<file path="config.mk">
export PLATFORM = sky130hd
export DESIGN_NAME = booth_r4_seq_mult
export DESIGN_NICKNAME = d
export VERILOG_FILES = /design/src/rtl/booth_r4_seq_mult.sv
export SDC_FILE = /design/constraint.sdc
export NUM_CORES = 1
export LEC_CHECK = 0
export CORE_UTILIZATION = 45
export CTS_BUF_LIST = sky130_fd_sc_hd__clkbuf_4
export DETAILED_ROUTE_END_ITERATION = 7
export GPL_TIMING_DRIVEN = 0
export PLACE_DENSITY = 0.65
export SLEW_MARGIN = 5
export SYNTH_ARGS = -nofsm -noshare
export SYNTH_HDL_FRONTEND = slang
export SYNTH_SLANG_ARGS = --single-unit
</file>
<file path="constraint.sdc">
create_clock -name clk -period 3.6 [get_ports clk]
set_clock_uncertainty 0.1 [all_clocks]
set_input_delay 0.36 -clock clk [delete_from_list [all_inputs] [get_ports clk]]
set_output_delay 0.36 -clock clk [all_outputs]
set_load 0.05 [all_outputs]
</file>
<file path="src/rtl/booth_r4_seq_mult.sv">
// Iterative radix-4 Booth multiplier: one recoded digit per clock, one shared adder.
// Define BOOTH_UNSIGNED_EN to add the sgn port and unsigned operation (one extra digit).
module booth_r4_seq_mult #(
  parameter int WIDTH = 8
) (
  input  logic                 clk,
  input  logic                 reset,
  input  logic                 start,
  input  logic [WIDTH-1:0]     a,
  input  logic [WIDTH-1:0]     b,
`ifdef BOOTH_UNSIGNED_EN
  input  logic                 sgn,
`endif
  output logic                 busy,
  output logic                 done,
  output logic [2*WIDTH-1:0]   product
);

  localparam int AW = 2*WIDTH + 2;
  localparam int BW = WIDTH + 3;
  localparam int CW = $clog2(WIDTH/2 + 2);

  localparam logic [1:0] S_IDLE = 2'd0;
  localparam logic [1:0] S_RUN  = 2'd1;
  localparam logic [1:0] S_DONE = 2'd2;

  logic [1:0]         r_state;
  logic               r_busy;
  logic               r_done;
  logic [2*WIDTH-1:0] r_prod;
  logic [AW-1:0]      r_acc;
  logic [AW-1:0]      r_mc;
  logic [BW-1:0]      r_b;
  logic [CW-1:0]      r_cnt;
  logic [CW-1:0]      r_last;

  logic               w_sgn;
  logic [CW-1:0]      w_last;
  logic [AW-1:0]      w_a_ext;
  logic [BW-1:0]      w_b_ext;
  logic               w_neg;
  logic               w_one;
  logic               w_two;
  logic [AW-1:0]      w_mag;
  logic [AW-1:0]      w_sum;

`ifdef BOOTH_UNSIGNED_EN
  assign w_sgn  = sgn;
  assign w_last = sgn ? CW'(WIDTH/2 - 1) : CW'(WIDTH/2);
`else
  assign w_sgn  = 1'b1;
  assign w_last = CW'(WIDTH/2 - 1);
`endif

  // Multiplier carries an appended b[-1]=0 bit so the low 3 bits are always the current digit window.
  assign w_a_ext = {{(AW-WIDTH){w_sgn & a[WIDTH-1]}}, a};
  assign w_b_ext = {{2{w_sgn & b[WIDTH-1]}}, b, 1'b0};

  assign w_neg = r_b[2] & ~(r_b[1] & r_b[0]);
  assign w_one = r_b[1] ^ r_b[0];
  assign w_two = (r_b[2:0] == 3'b011) || (r_b[2:0] == 3'b100);
  assign w_mag = w_one ? r_mc : (w_two ? (r_mc << 1) : '0);

  // Multiplicand is pre-shifted by 2 each digit, so the partial product lands at weight 4^i.
  assign w_sum = r_acc + (w_mag ^ {AW{w_neg}}) + {{(AW-1){1'b0}}, w_neg};

  always_ff @(posedge clk) begin
    if (reset) begin
      r_state <= S_IDLE;
      r_busy  <= 1'b0;
      r_done  <= 1'b0;
      r_prod  <= '0;
      r_acc   <= '0;
      r_mc    <= '0;
      r_b     <= '0;
      r_cnt   <= '0;
      r_last  <= '0;
    end else begin
      r_done <= 1'b0;
      case (r_state)
        S_IDLE, S_DONE: begin
          if (start) begin
            r_mc    <= w_a_ext;
            r_b     <= w_b_ext;
            r_last  <= w_last;
            r_acc   <= '0;
            r_cnt   <= '0;
            r_busy  <= 1'b1;
            r_state <= S_RUN;
          end else begin
            r_state <= S_IDLE;
          end
        end
        S_RUN: begin
          r_acc <= w_sum;
          r_mc  <= r_mc << 2;
          r_b   <= r_b >> 2;
          r_cnt <= r_cnt + CW'(1);
          if (r_cnt == r_last) begin
            r_prod  <= w_sum[2*WIDTH-1:0];
            r_busy  <= 1'b0;
            r_done  <= 1'b1;
            r_state <= S_DONE;
          end
        end
        default: begin
          r_busy  <= 1'b0;
          r_state <= S_IDLE;
        end
      endcase
    end
  end

  assign busy    = r_busy;
  assign done    = r_done;
  assign product = r_prod;

endmodule

</file>
Word level (Yosys, flattened, before mapping)
Cells that the tools add are included.
{ "totals": {"wordCells": 51, "n_memories": 0, "in_bits": 19, "out_inout_bits": 18, "mem_bits_ro": 0, "register_bits": 71, "mem_bits_rw": 0, "latch_bits": 0} }
{ "classes": {"n_addsub": 3, "n_mux": 17, "multipliers": 0, "magnitude_cmp": 0, "bitwise_logic": 6, "n_eq_ne": 7, "n_div": 0, "n_shift": 0, "n_reduce_logical": 9} }
{ "ops": {"columns": ["operator", "n"], "rows": [
  ["18-bit two-way mux", 4],
  ["18-bit case mux with 2 select lines", 2],
  ["11-bit case mux with 2 select lines", 1],
  ["18-bit by 1-bit adder with 18-bit output", 1],
  ["18-bit adder", 1],
  ["18-bit XOR", 1],
  ["11-bit two-way mux", 1],
  ["2-bit AND reduction", 4],
  ["3-bit case mux with 2 select lines", 1],
  ["1-bit two-way mux", 4],
  ["2-bit inequality test, second input constant", 2],
  ["2-bit case mux with 2 select lines", 1],
  ["2-bit OR reduction", 2],
  ["3-bit by 1-bit adder with 3-bit output, second input constant", 1],
  ["3-bit by 2-bit equality test with 1-bit output", 1],
  ["3-bit by 2-bit equality test with 1-bit output, second input constant", 1],
  ["3-bit equality test, second input constant", 1],
  ["3-bit two-way mux", 1],
  ["1-bit AND", 2],
  ["2-bit by 1-bit equality test with 1-bit output, second input constant", 1],
  ["2-bit equality test, second input constant", 1],
  ["2-bit zero test", 1],
  ["2-bit two-way mux", 1],
  ["1-bit inverter", 2],
  ["4 further kinds", 4]
]} }

Logic depth before layout (Yosys ltp)
Gate-level depths: netlist of the first run.
{ "logic_depth": {"word_depth": 8, "depth_mapped": 17, "ltp_nobuf": 15} }

Least setup slack after synthesis of the first run
OpenSTA, ideal clock, no wires.
{ "synth_path": {"kind": "register -> register", "from": "register r_b[0]", "to": "register r_acc[14]", "required_time_ns": 3.438, "path_buffers": 3, "t_arrival_ns": 3.101, "setup_ns": 0.062, "stages_incl_launch_ff": 15, "synth_period_minus_slack_ns": 3.264, "slack_ns": 0.336, "cell_sequence": "dfxtp_1 > inv_1 > ha_1 > clkbuf_1 > clkbuf_1 > clkbuf_1 > a21oi_1 > ha_1 > nand2_1 > o211ai_1 > a41oi_1 > nor2_1 > a21oi_1 > or4_1 > nand3_1"} }
{ "synth_via": {"elab_chain_cells": 8, "elab_cells_between_ends": 13, "classes_between": "2 x add/sub; 2 x eq/ne; 3 x mux; 5 x bitwise; 1 x reduce/logical"} }
{ "synth_lines": {"columns": ["item", "line_no", "source"], "rows": [
  ["from (decl)", "33", "logic [BW-1:0] r_b;"],
  ["from (signal assigned)", "84", "r_b <= w_b_ext;"],
  ["from (signal assigned)", "97", "r_b <= r_b >> 2;"],
  ["3-bit by 2-bit equality test with 1-bit output / 3-bit equality test (equally long branches)", "61", "assign w_two = (r_b[2:0] == 3'b011) || (r_b[2:0] == 3'b100);"],
  ["1-bit logical OR", "61", null],
  ["18-bit two-way mux (2 in series)", "62", "assign w_mag = w_one ? r_mc : (w_two ? (r_mc << 1) : '0);"],
  ["18-bit XOR", "65", "assign w_sum = r_acc + (w_mag ^ {AW{w_neg}}) + {{(AW-1){1'b0}}, w_neg};"],
  ["18-bit adder", "65", null],
  ["18-bit by 1-bit adder with 18-bit output (*)", "65", null],
  ["18-bit case mux with 2 select lines (*)", "80", "case (r_state)"],
  ["to (signal assigned)", "95", "r_acc <= w_sum;"],
  ["to (decl)", "31", "logic [AW-1:0] r_acc;"]
]} }
Every way passes the cells marked *; elsewhere a longest branch is shown, timed or not.
A chain may end at the register's enable or synchronous reset.

Worst setup path after layout of the first run
{ "layout_path": {"from": "register r_b[0]", "to": "register r_prod[14], in the netlist product[14]"} }
{ "layout_via": {"elab_chain_cells": 7, "elab_cells_between_ends": 12, "classes_between": "2 x add/sub; 2 x eq/ne; 2 x mux; 5 x bitwise; 1 x reduce/logical"} }
{ "layout_lines": {"columns": ["item", "line_no", "source"], "rows": [
  ["3-bit by 2-bit equality test with 1-bit output / 3-bit equality test (equally long branches)", "61", null],
  ["1-bit logical OR", "61", null],
  ["18-bit two-way mux (2 in series)", "62", null],
  ["18-bit XOR", "65", null],
  ["18-bit adder", "65", null],
  ["18-bit by 1-bit adder with 18-bit output (*)", "65", null],
  ["to (signal assigned)", "100", "r_prod <= w_sum[2*WIDTH-1:0];"],
  ["to (decl)", "30", "logic [2*WIDTH-1:0] r_prod;"]
]} }
Marked as above.

==> results.md, run 1 <==
* **clock slew at the register clock pins of the worst setup and hold paths** 130 ps
* **largest net degree at the start of global routing** 13
* **area share of the largest cell type after synthesis** 0.345
* **pwr/cell area** 459 nW/um^2
* **sum of net half-perimeters after detailed placement** 7.66 mm
* **Die Ht** 94.3 um
* **worst slew pin tran** 683 ps
* **Int Power** 1.37 mW
* **proportion of power drawn by flip-flops and latches** 0.395
* **number of storage elements in the synthesis netlist** 66
* **post-route standard cell area excluding fillers** 4580 um^2
* **Static Leakage** 1.76 nW
* **share of layout cells above drive strength 1** 0.0886
* **combinational power share** 0.291
* **final hold violation count** 0
* **list of cells traversed by the critical path** inv_1 > ha_2 > nand2b_1 > buf_2 > a311oi_2 > a21oi_1 > ha_1 > a21oi_1 > o211ai_1 > a41oi_2 > nor2_1 > a21oi_2 > or4_1 > nand3_1
* **overall routing resource usage** 0.249
* **Max Fclk** 290 MHz
* **Filler Cells Inserted** 760
* **Synthesis Warnings** 0
* **fraction of power spent switching nets** 0.349
* **final weighted congestion of routability-driven global placement** 0.908
* **total clock sinks** 66
* **Layout Nets** 575
* **largest cells by area after synthesis** dfxtp_1 (34%), nand2_1 (8.5%), a21oi_1 (6.7%)
* **CTS tree** done
* **via count of the first global-routing pass** 3,319
* **antenna violations before repair** 0
* **worst min path class** in2reg
* **number of antenna cells inserted** 0
* **portion of total power attributed to the clock network** 0.314
* **cell count after synthesis** 491
* **sequential cell area fraction in the yosys report** 0.345
* **area added between synthesis and finish** 19.5%
* **maximum fanout encountered on the critical timing path** 10
* **number of input and output port buffers inserted** 35
* **DRC violation count after routing** 0
* **commonest register cell after synthesis** dfxtp_1
* **clock root buffer** clkbuf_4
* **clock latency on the worst-skew pair** 450 ps
* **worst relative slew slack** 0.543
* **die outline area** 8890 um^2
* **number of enable-type register cells in the synthesized netlist** 0
* **cell total after placement** 631
* **final critical delay including setup and external delays** 3450 ps
* **leading cell type in the layout, fill and taps excluded** nand2_1
* **Cell Count, Final, Fillers Out** 647
* **maximum buffer depth of the clock tree** 2
* **floorplan core area** 8220 um^2
* **Detailed Routing Iterations Pass 1** 5
* **first-pass GRT wire length** 16.8 mm
* **combined area of all synthesized cells** 3830 um^2
* **number of violations of the max-capacitance limit** 0
* **maximum level of the CTS H-tree** 3
* **share of synthesized registers carrying an async set or reset** 0
* **number of buffers added by the clock tree synthesis step** 9
* **final number of setup-violating endpoints** 0
* **WP data required** 3900 ps
* **CP Buf/Inv Count** 2
* **count of final max-slew check failures** 0
* **ports placed on the boundary** 37
* **mean area per synthesized cell** 7.80 um^2
* **CP max stage delay** 410 ps
* **Crit path arrival time** 3740 ps
* **count of hold-fix buffers inserted at cts** 0
* **instance area at placement** 4310 um^2
* **commonest non-fill, non-tap cells in the layout** nand2_1 (86), dfxtp_1 (66), nor2_1 (62)
* **CP max stage cell** or4_1
* **aggregate negative setup slack** 0 ps
* **mean routed wirelength per cell** 16.6 um
* **outcome** finished, final reports clean
* **overall routed net length** 10.7 mm
* **RSZ-0062 raised after global routing** yes
* **Net Sw Power** 734 uW
* **type of destination of the critical path** flop
* **Initial Utilization** 0.466
* **width of the die** 94.3 um
* **number of nets in the synthesized netlist** 529
* **sort of element at the start of the critical path** flop
* **routed via count** 3,751
* **final worst path period share** 0.958
* **Synth cell types** 57
* **critical path class** reg2reg
* **number of antenna-violating nets in the routed design** 0
* **cell accounting for the most synthesized area** dfxtp_1
* **worst IR drop on VDD** 0.000222 V
* **vias per std cell** 5.80
* **Std-Cell Rows** 33
* **crit-path leading delay family** compound AO/OA/AOI/OAI gates
* **total congestion overflow after global routing** 0
* **1st-iter DRT viols** 219
* **cell repeated most along the worst path** a21oi_1
per-layer routing:
metal | vias up | GRT usage | part of all wire
met5 | - | 0 | 0
met4 | 0 | 0.0936 | 0.019
met3 | 18 | 0.0340 | 0.044
met2 | 101 | 0.401 | 0.46
met1 | 1784 | 0.336 | 0.47
li1 | 1848 | - | -
cells in the mapped netlist, drive strengths merged (2+ instances only):
cell type  number
mux2i           2
a22oi           8
a21oi          51
or4             2
or3             2
xor2            6
o31ai           3
inv             7
nor4b           3
xnor2          21
nand3           8
clkbuf         28
a311oi         20
a221oi          9
o21bai          2
a211oi          4
nand4b          4
a21o            4
a31oi           3
o21ai           7
nor3           10
buf            10
nand2b          5
nor2           63
nand2          88
ha             18
nor3b           3
a22o            4
dfxtp          66
nand3b          4
a211o           2
nor2b           2
o311ai          2
o22ai           6
area by class of cell:
cell class | count | area [um^2] | area share
Multi-Input combinational cell | 380 | 2370 | 0.518
Sequential cell | 66 | 1320 | 0.289
Timing Repair Buffer | 39 | 380 | 0.0831
Buffer | 34 | 161 | 0.0353
Tap cell | 105 | 131 | 0.0287
Clock inverter | 7 | 116 | 0.0254
Clock buffer | 9 | 67.6 | 0.0148
Inverter | 7 | 26.3 | 0.00574
path summary, 6_finish.rpt:
check,cells past startpoint,endpoint,startpoint,slack (ps)
worst min register to register,2,product[7],product[7],360
worst max register to register,14,product[14],r_b[0],150
worst max-delay path,14,product[14],r_b[0],150
worst min-delay path,3,product[11],reset,320
sequential cells by signal, indices dropped and copies added, names as in the netlist:
signal,cells
r_cnt,3
r_state,2
done,1
r_acc,16
product,16
busy,1
r_mc,16
r_last,1
r_b,10
worst register-to-register path: stages, from the launching register on:
cell      delay [ps]
dfxtp_1          370
inv_1             60
ha_2             230
nand2b_1         220
buf_2            230
a311oi_2         330
a21oi_1           90
ha_1             360
a21oi_1          130
o211ai_1         270
a41oi_2          230
nor2_1           180
a21oi_2          110
or4_1            410
nand3_1           80
power groups by stage:
| stage | Combinational (mW) | Sequential [mW] | Clock, mW |
|---|---|---|---|
| floorplan | 0.374 | 0.879 | 0 |
| global placement | 0.566 | 0.843 | 0 |
| detailed placement | 0.574 | 0.845 | 0 |
| CTS | 0.583 | 0.828 | 0.658 |
| global route | 0.663 | 0.836 | 0.692 |
| finish | 0.610 | 0.830 | 0.660 |
stage by stage:
| stage | hold WS [ps] | util | power (mW) | worst slack (ps) |
|---|---|---|---|---|
| floorplan | 327 | - | 1.25 | 336 |
| global placement | 342 | 0.525 | 1.41 | -280 |
| detailed placement | 349 | 0.525 | 1.42 | -330 |
| CTS | 333 | 0.551 | 2.07 | 19.6 |
| global route | 361 | 0.557 | 2.19 | -53.9 |
| finish | 318 | 0.557 | 2.10 | 152 |
repair_timing:
action                                  CTS  global route
gates cloned                              0             0
setup buffers                             0             4
endpoints found under the setup margin   14            14
pin swaps                                 1             5
resized for setup                        12            14
logic make-up after synthesis:
kind of cell | after synthesis | share of synthesized area
xor+xnor | 27 | 0.0617
buf+inv | 45 | 0.0480
compound gates | 131 | 0.235
simple gates | 200 | 0.235
fa+ha+maj | 19 | 0.0640
flops | 66 | 0.345
mux | 3 | 0.0114
Power figures use the tool's default switching activity.
==> run 2: changes to the inputs <==
CTS_CLUSTER_SIZE = 14   (was not set)
==> results of run 2 <==
Final layout, timing and power as in run 1 (identical DEF).
